<file path="src/rtl/nibble_serial_adder_if.sv">
// rtl/nibble_serial_adder_if.sv - operand/result handshake bundle for nibble_serial_adder
//
// Signals:
//   in_valid/in_ready    operand handshake (master -> slave)
//   in_a, in_b, in_cin   operands and carry-in
//   out_valid/out_ready  result handshake (slave -> master)
//   out_sum, out_cout    WIDTH-bit sum and carry out of the MSB nibble
//   out_ovf              signed overflow of the addition
//   busy                 adder is working on or holding a result
interface nibble_serial_adder_if #(
    parameter int WIDTH = 16
);
    logic             in_valid;
    logic             in_ready;
    logic [WIDTH-1:0] in_a;
    logic [WIDTH-1:0] in_b;
    logic             in_cin;
    logic             out_valid;
    logic             out_ready;
    logic [WIDTH-1:0] out_sum;
    logic             out_cout;
    logic             out_ovf;
    logic             busy;

    modport master (
        output in_valid, in_a, in_b, in_cin, out_ready,
        input  in_ready, out_valid, out_sum, out_cout, out_ovf, busy
    );

    modport slave (
        input  in_valid, in_a, in_b, in_cin, out_ready,
        output in_ready, out_valid, out_sum, out_cout, out_ovf, busy
    );
endinterface

</file>
<file path="src/rtl/nibble_serial_adder.sv">
// rtl/nibble_serial_adder.sv - sequential WIDTH-bit adder, one nibble per cycle
//
// fourbitadd: combinational 4-bit adder slice.
//   fa, fb  nibble operands; fcin carry-in; fy nibble sum; fcout carry-out.
//
// nibble_serial_adder: accepts operands in IDLE, feeds one nibble per cycle
// (LSB first) through fourbitadd with the carry held in a register, then
// presents the result until the consumer takes it.
//   clk    rising-edge clock
//   rst_n  synchronous reset, active low
//   bus    nibble_serial_adder_if.slave (operand/result handshakes, busy)
module fourbitadd (
    input  logic [3:0] fa,
    input  logic [3:0] fb,
    input  logic       fcin,
    output logic [3:0] fy,
    output logic       fcout
);
    assign {fcout, fy} = {1'b0, fa} + {1'b0, fb} + {4'b0000, fcin};
endmodule

module nibble_serial_adder #(
    parameter int WIDTH = 16
) (
    input  logic                 clk,
    input  logic                 rst_n,
    nibble_serial_adder_if.slave bus
);
    localparam int NIBBLES = WIDTH / 4;
    localparam int CW      = (NIBBLES > 1) ? $clog2(NIBBLES) : 1;
    localparam logic [CW-1:0] LAST = CW'(NIBBLES - 1);

    localparam logic [1:0] S_IDLE = 2'd0;
    localparam logic [1:0] S_RUN  = 2'd1;
    localparam logic [1:0] S_DONE = 2'd2;

    logic [1:0]       r_state;
    logic [WIDTH-1:0] r_a;
    logic [WIDTH-1:0] r_b;
    logic             r_carry;
    logic [CW-1:0]    r_count;
    logic [WIDTH-1:0] r_sum;
    logic             r_cout;
    logic             r_ovf;

    logic [WIDTH-1:0] w_a_shift;
    logic [WIDTH-1:0] w_b_shift;
    logic [3:0]       w_fa;
    logic [3:0]       w_fb;
    logic [3:0]       w_fy;
    logic             w_fcout;

    // Current nibble selected by shifting the latched operands down by 4*count.
    assign w_a_shift = r_a >> {r_count, 2'b00};
    assign w_b_shift = r_b >> {r_count, 2'b00};
    assign w_fa      = w_a_shift[3:0];
    assign w_fb      = w_b_shift[3:0];

    fourbitadd u_add (
        .fa    (w_fa),
        .fb    (w_fb),
        .fcin  (r_carry),
        .fy    (w_fy),
        .fcout (w_fcout)
    );

    always_ff @(posedge clk) begin
        if (!rst_n) begin
            r_state <= S_IDLE;
            r_a     <= '0;
            r_b     <= '0;
            r_carry <= 1'b0;
            r_count <= '0;
            r_sum   <= '0;
            r_cout  <= 1'b0;
            r_ovf   <= 1'b0;
        end else begin
            case (r_state)
                S_IDLE: begin
                    if (bus.in_valid) begin
                        r_a     <= bus.in_a;
                        r_b     <= bus.in_b;
                        r_carry <= bus.in_cin;
                        r_count <= '0;
                        r_sum   <= '0;
                        r_state <= S_RUN;
                    end
                end
                S_RUN: begin
                    for (int n = 0; n < NIBBLES; n++) begin
                        if (r_count == CW'(n)) begin
                            r_sum[4*n +: 4] <= w_fy;
                        end
                    end
                    r_carry <= w_fcout;
                    if (r_count == LAST) begin
                        r_cout  <= w_fcout;
                        // Carry into the MSB bit is recovered from the sum bit:
                        // cin_msb = a ^ b ^ y; overflow when it differs from cout.
                        r_ovf   <= w_fcout ^ (w_fa[3] ^ w_fb[3] ^ w_fy[3]);
                        r_count <= '0;
                        r_state <= S_DONE;
                    end else begin
                        r_count <= r_count + 1'b1;
                    end
                end
                S_DONE: begin
                    if (bus.out_ready) begin
                        r_state <= S_IDLE;
                    end
                end
                default: begin
                    r_state <= S_IDLE;
                end
            endcase
        end
    end

    assign bus.in_ready  = (r_state == S_IDLE);
    assign bus.out_valid = (r_state == S_DONE);
    assign bus.busy      = (r_state != S_IDLE);
    assign bus.out_sum   = r_sum;
    assign bus.out_cout  = r_cout;
    assign bus.out_ovf   = r_ovf;
endmodule

</file>
<file path="src/flat_wrapper.sv">
// flat-port wrapper written by rule: the top's interface ports become plain ports
module nibble_serial_adder_flat 
#(
    parameter int WIDTH = 16
)
  (clk, rst_n, bus_in_valid, bus_in_a, bus_in_b, bus_in_cin, bus_out_ready, bus_in_ready, bus_out_valid, bus_out_sum, bus_out_cout, bus_out_ovf, bus_busy);
  nibble_serial_adder_if #(.WIDTH(WIDTH)) bus_i ();
  input  logic clk;
  input  logic rst_n;
  input wire logic [$bits(bus_i.in_valid)-1:0] bus_in_valid;
  input wire logic [$bits(bus_i.in_a)-1:0] bus_in_a;
  input wire logic [$bits(bus_i.in_b)-1:0] bus_in_b;
  input wire logic [$bits(bus_i.in_cin)-1:0] bus_in_cin;
  input wire logic [$bits(bus_i.out_ready)-1:0] bus_out_ready;
  output wire logic [$bits(bus_i.in_ready)-1:0] bus_in_ready;
  output wire logic [$bits(bus_i.out_valid)-1:0] bus_out_valid;
  output wire logic [$bits(bus_i.out_sum)-1:0] bus_out_sum;
  output wire logic [$bits(bus_i.out_cout)-1:0] bus_out_cout;
  output wire logic [$bits(bus_i.out_ovf)-1:0] bus_out_ovf;
  output wire logic [$bits(bus_i.busy)-1:0] bus_busy;
  assign bus_i.in_valid = bus_in_valid;
  assign bus_i.in_a = bus_in_a;
  assign bus_i.in_b = bus_in_b;
  assign bus_i.in_cin = bus_in_cin;
  assign bus_i.out_ready = bus_out_ready;
  assign bus_in_ready = bus_i.in_ready;
  assign bus_out_valid = bus_i.out_valid;
  assign bus_out_sum = bus_i.out_sum;
  assign bus_out_cout = bus_i.out_cout;
  assign bus_out_ovf = bus_i.out_ovf;
  assign bus_busy = bus_i.busy;
  nibble_serial_adder #(.WIDTH(WIDTH)) u_core (.clk(clk), .rst_n(rst_n), .bus(bus_i));
endmodule
</file>
<file path="config.mk">
export PLATFORM = sky130hd
export DESIGN_NAME = nibble_serial_adder_flat
export DESIGN_NICKNAME = d
export VERILOG_FILES = /design/src/rtl/nibble_serial_adder_if.sv /design/src/rtl/nibble_serial_adder.sv /design/src/flat_wrapper.sv
export SDC_FILE = /design/constraint.sdc
export NUM_CORES = 1
export LEC_CHECK = 0
export BUFFER_PORTS_ARGS = -buffer_cell sky130_fd_sc_hd__buf_2
export CAP_MARGIN = 40
export CORE_MARGIN = 5
export CORE_UTILIZATION = 35
export DETAILED_ROUTE_END_ITERATION = 16
export PLACE_DENSITY = 0.68
export SYNTH_ARGS = -nofsm -noshare
export SYNTH_HDL_FRONTEND = slang
export SYNTH_HIERARCHICAL = 1
export SYNTH_SLANG_ARGS = --single-unit
</file>
<file path="constraint.sdc">
create_clock -name clk -period 3.7 [get_ports clk]
set_input_delay 0.185 -clock clk [delete_from_list [all_inputs] [get_ports clk]]
set_output_delay 0.185 -clock clk [all_outputs]
set_load 0.005 [all_outputs]
</file>
# == Word level (Yosys, flattened, before mapping) ==
# Index checks and enable logic that the tools add are counted.
# totals
romBits,0
word_cells,57
mem_count,0
regBits,55
ramBits,0
output_inout_bits,21
latchBits,0
# classes
n_shift,2
div_mod_pow,0
muxes,15
eq_ne,11
n_lt_le_gt_ge,0
mul,0
bitwise,3
n_reduce_logical,12
n_addsub,3
# op_table
op,n
$pmux 16 s2,1
$shr 16x4->4,2
$mux 16,1
$mux 4,4
$reduce_and 3->1,5
$mux 2,5
$ne 2x1->1 const B,4
$eq 2x2->1 const B,3
$pmux 2 s3,1
$reduce_and 2->1,3
$add 4x4->5,1
$add 5x1->5,1
$eq 2x1->1 const B,2
$logic_not 2->1,2
$ne 2x2->1 const B,2
$pmux 2 s2,1
$reduce_bool 2->1,2
$xor 1x1->1,3
$add 2x1->2 const B,1
$pmux 1 s2,1
$mux 1,1

# == Depth between registers and ports, before layout ==
# logic_depth
ltp_word,5
ltp_mapped,11
ltp_nobuf,10

# == Cells and area by module ==
# Netlist, hierarchy kept.
# modules_own_cells
module,area_per_inst_um2,seq_area_each_um2,n_inst,cells_each
nibble_serial_adder,2444.8,1101.1,1,268
fourbitadd,143.9,0.0,1,16

# == Worst setup path before layout ==
# No wires, ideal clock.
# synth_path
kind,reg-to-reg
start,register u_core.r_count[0]
end,register u_core.r_ovf (netlist: u_core/bus.out_ovf)
path_slack_ns,0.976
setup_time_ns,0.070
period_less_slack_ns,2.724
stages_incl_launch_ff,12
required_ns,3.630
t_arrival_ns,2.654
path_buffers,1
cell_sequence,dfxtp_1 -> buf_2 -> mux4_1 -> fa_1 -> inv_1 -> fa_1 -> nor2b_1 -> o21ai_0 -> nand2b_1 -> xor2_1 -> xnor3_1 -> a21oi_1
# synth_via
word_cells_on_any_way,9
cone_classes,add/sub (2); eq/ne (1); shift (2); bitwise (3); reduce/logical (1)
# synth_lines
item,line,source
start: declaration,nibble_serial_adder.sv:41,logic [CW-1:0] r_count;
start signal: assignment,nibble_serial_adder.sv:104,r_count <= r_count + 1'b1;
$shr 16x4->4,nibble_serial_adder.sv:54,"assign w_a_shift = r_a >> {r_count, 2'b00};"
named net u_core.w_a_shift[0],nibble_serial_adder.sv:46,logic [WIDTH-1:0] w_a_shift;
$add 4x4->5,nibble_serial_adder.sv:19,"assign {fcout, fy} = {1'b0, fa} + {1'b0, fb} + {4'b0000, fcin};"
$add 5x1->5,nibble_serial_adder.sv:19,
named net u_core.w_fcout,nibble_serial_adder.sv:51,logic w_fcout;
$xor 1x1->1,nibble_serial_adder.sv:100,r_ovf <= w_fcout ^ (w_fa[3] ^ w_fb[3] ^ w_fy[3]);
end signal: assignment,nibble_serial_adder.sv:100,
end: declaration,nibble_serial_adder.sv:44,logic r_ovf;
# The timed path passes the listed nets, and every way through them passes these cells.
# A chain may end at the register's enable or synchronous reset.

# == Final worst setup path ==
# Ends and elaborated chain as after synthesis.

==> impl.org <==
** Detailed routing
- Number of remaining DRC errors :: 0
- The routed layout has 2017 vias.
- The detail route stage leaves a number of antenna-violating nets equal to 0.
- For this block, the initial DRC count from the detailed router was 105.
- WL per Instance :: 13.00 um
- For this run, the detailed router's first-pass iteration total came to 4.
- Post-detailed-route via-to-cell ratio :: 4.691
- Wires add up to 5.588 mm.

** Floorplan
- Count of pins on the block boundary :: 58
- Core box area :: 7214 um2
- Area of the die :: 9216 um2
- # rows :: 31
- From bottom edge to top edge, the die measures 96 um.
- Die X-Extent :: 96 um
- Effective utilization at floorplan :: 35.88%

** Logic synthesis
- After synthesis the netlist holds a flip-flop and latch count of 55.
- Post-synthesis instance total :: 284
- After synthesis, the largest area contributor takes up 42.53% of total cell area.
- For this run, asynchronously set or reset flops after synthesis account for 0%.
- Total standard cell area after synthesis :: 2589 um2
- Syn_nets :: 330
- Among all flip-flop cells after synthesis, the most frequent one is sky130_fd_sc_hd__dfxtp_1.
- Average cell area after synthesis :: 9.115 um2
- Cell with the most instances after synthesis :: sky130_fd_sc_hd__nand2_1
- Synthesis warning total :: 6
- After synthesis, the cell types taking the most area are sky130_fd_sc_hd__dfxtp_1 43%, sky130_fd_sc_hd__a21boi_0 15%, sky130_fd_sc_hd__nand2_1 12%.
- Synth area leader :: sky130_fd_sc_hd__dfxtp_1
- Counting distinct cell types in the post-synthesis netlist gives 31.
- After synthesis, the most frequently instantiated cells are 83 x sky130_fd_sc_hd__nand2_1, 55 x sky130_fd_sc_hd__dfxtp_1, 52 x sky130_fd_sc_hd__a21boi_0, 19 x sky130_fd_sc_hd__nand3_1, 14 x sky130_fd_sc_hd__clkbuf_1.
- For this run, the register share of the synthesized area comes to 42.53%.
- Yosys mapped a number of flops with a built-in enable equal to 0.

** Clock network
- TritonCTS built the clock tree.
- The number of gates resized after CTS was 0.
- For the worst-skew pair, the clock arrives at the later sink with an insertion delay of 0.31 ns.
- TritonCTS sink count :: 55
- Clock-pin slew was measured on the worst setup and hold paths at 0.09 ns.
- Clock buffers created by TritonCTS :: 5
- Counting along the longest clock path gives a buffer depth of 2.
- # H-tree levels :: 2
- Clock tree synthesis selected as its root buffer the cell sky130_fd_sc_hd__clkbuf_8.
- In this run, post-CTS hold repair placed 0 buffers.
- Setup fix buffers added after clock tree synthesis :: 0

** GRT
- First-pass GRT wire length :: 9.384 mm
- The total overflow left after global routing is 0.
- The initial antenna violation count is 0.
- Entering global routing, the biggest net connects 56 pins.
- The via count of the first global-routing pass was 2011.
- Tot GR Track Use :: 13.00%

** Timing
- Setup TNS :: 0 ns
- Minimum clock period :: 3.020 ns
- Clock Skews :: 0.005177 ns
- The worst pin sits at a relative slew slack of 49.51%.
- Of the available clock period, the critical path in the final layout requires 81.62%.
- Setup repair after global routing left no endpoint under its margin.
- Maximum frequency from static timing analysis :: 0.3311 GHz
- Setup Viol. Count Final :: 0
- Worst setup margin :: 0.6799 ns
- Final-report max-slew violation count :: 0
- The tightest hold path in the finished design has a slack of 0.1182 ns.
- Total count of hold-check failures in the final report :: 0
- For the pin with the worst max-slew slack, the measured transition is 0.7574 ns.

** Layout
- Ratio of cells with drive above 1 in the final layout :: 21.45%
- Layout-stage area growth over the synthesis result :: 17.98%
- Count of nets after finishing :: 376
- Antenna diode count :: 0

** Place
- The HPWL after detailed placement is 4.228 mm.
- Number of port buffers :: 57
- Final weighted congestion in routability-driven placement :: 0.8095
- OpenSTA, run right after detailed placement, puts the worst setup slack at 0.6757 ns.

** Flow run
- Max-cap violations :: 0

** Setup path
- Worst reg2reg startpoint :: u_core/r_count[0]
- Arrival time at the worst endpoint :: 3.26 ns
- The setup check on the worst reg-to-reg path leaves a slack of 0.68 ns.
- Of all nets on the critical path, the largest fanout is 13.
- For the worst flop-to-flop path, the logic depth is 10.
- Data required, critical path :: 3.94 ns
- The worst setup path is launched from a register.
- The worst setup path is of the register to register kind.
- The worst register-to-register path ends at u_core/bus.out_ovf.
- STA classifies the critical path endpoint as a register.

** Hold path
- Hold worst-path end :: u_core/r_a[5]
- Worst min path class :: input pin to register
- Number of cells on the worst hold path :: 3
- Startpoint of the lowest-slack hold path :: bus_in_a[5]

** Pwr
- Power spread over the standard cell area amounts to 378.1 nW/um2.
- Largest vdd supply drop :: 0.0001431 V
- Power after layout :: 1.155 mW
- Summed over all cells, the static leakage comes to 1.268 nW.

** Status
- Outcome :: finished clean
## area by class of cell
class	instances	area [um2]
Clock buffer	7	86.33
Clock inverter	1	8.758
Fill cell	753	4160
Inverter	7	26.28
Multi-Input combinational cell	202	1380
Sequential cell	55	1101
Tap cell	99	123.9
Timing Repair Buffer	59	327.8
## flip-flops by register name, indices dropped and copies added, names as in the netlist
| register | count |
|---|---|
| u_core/r_b | 16 |
| u_core/r_carry | 1 |
| u_core/r_state | 2 |
| u_core/r_a | 16 |
| u_core/bus.out_ovf | 1 |
| u_core/bus.out_cout | 1 |
| u_core/bus.out_sum | 16 |
| u_core/r_count | 2 |
## worst max path at each step
stage                 startpoint                  to  slack [ns]  cells past startpoint
5_1_grt        u_core/r_count[0]  u_core/bus.out_ovf        0.41                     10
4_1_cts        u_core/r_count[0]  u_core/bus.out_ovf        0.65                     10
6_report       u_core/r_count[0]  u_core/bus.out_ovf        0.68                     10
3_3_place_gp   u_core/r_count[0]  u_core/bus.out_ovf        0.80                      8
2_1_floorplan  u_core/r_count[0]  u_core/bus.out_ovf        0.98                     11
3_5_place_dp   u_core/r_count[0]  u_core/bus.out_ovf        0.68                     10
## kinds of logic (layout without fill, tap and decap cells)
family | count (synthesis) | in the layout | share of synthesized area [%]
XOR/XNOR | 4 | 4 | 1.885
AO/OA/AOI/OAI | 60 | 60 | 17.06
multiplexers | 8 | 8 | 7.975
adder cells (fa/ha/maj) | 9 | 9 | 4.930
AND/OR/NAND/NOR | 121 | 121 | 21.22
flip-flops | 55 | 55 | 42.53
buffers and inverters | 27 | 74 | 4.398
## per-layer routing
metal  wire length (um)  global-route usage [%]  vias up
met5                  0                       0        -
met1               2524                   16.13      922
li1                   -                       -     1048
met3                288                   3.909        6
met4                 53                   3.199        0
met2               2721                   21.97       41
## cells in the final DEF, fill, tap and decap left out, types with 2 or more instances in the layout
cell / Yosys / layout
sky130_fd_sc_hd__a21boi_0: 52 / 52
sky130_fd_sc_hd__and3b_1: 4 / 4
sky130_fd_sc_hd__buf_2: 4 / 57
sky130_fd_sc_hd__clkbuf_8: 0 / 6
sky130_fd_sc_hd__dfxtp_1: 55 / 55
sky130_fd_sc_hd__fa_1: 2 / 2
sky130_fd_sc_hd__ha_1: 7 / 7
sky130_fd_sc_hd__inv_1: 7 / 7
sky130_fd_sc_hd__mux4_1: 7 / 7
sky130_fd_sc_hd__nand2_1: 83 / 83
sky130_fd_sc_hd__nand2b_1: 2 / 2
sky130_fd_sc_hd__nand3_1: 19 / 19
sky130_fd_sc_hd__nand3b_1: 4 / 4
sky130_fd_sc_hd__nor2b_1: 4 / 4
sky130_fd_sc_hd__o21ai_0: 3 / 3
sky130_fd_sc_hd__xnor2_1: 2 / 2
## critical path, stage by stage, from the launching register on
cell                       delay [ns]
sky130_fd_sc_hd__dfxtp_1         0.66
sky130_fd_sc_hd__mux4_1          0.66
sky130_fd_sc_hd__fa_1            0.46
sky130_fd_sc_hd__inv_1           0.08
sky130_fd_sc_hd__fa_1            0.21
sky130_fd_sc_hd__nor2b_1         0.05
sky130_fd_sc_hd__o21ai_0         0.15
sky130_fd_sc_hd__nand2b_1        0.13
sky130_fd_sc_hd__xor2_1          0.19
sky130_fd_sc_hd__xnor3_1         0.22
sky130_fd_sc_hd__a21oi_1         0.14
## power breakdown
part | switching (mW) | total, mW | leakage, nW | internal [mW]
sequential | 0.0218 | 0.641 | 0.449 | 0.619
clock | 0.189 | 0.342 | 0.0484 | 0.154
combinational | 0.0893 | 0.171 | 0.771 | 0.0820
## metrics by stage
step	util, %	instance area (um2)	std cells
floorplan	-	2589	284
global placement	40.43	2917	420
detailed placement	41.02	2959	422
CTS	42.33	3054	430
global route	42.33	3054	430
finish	42.33	3054	430
(Power assumes the default switching activity.)
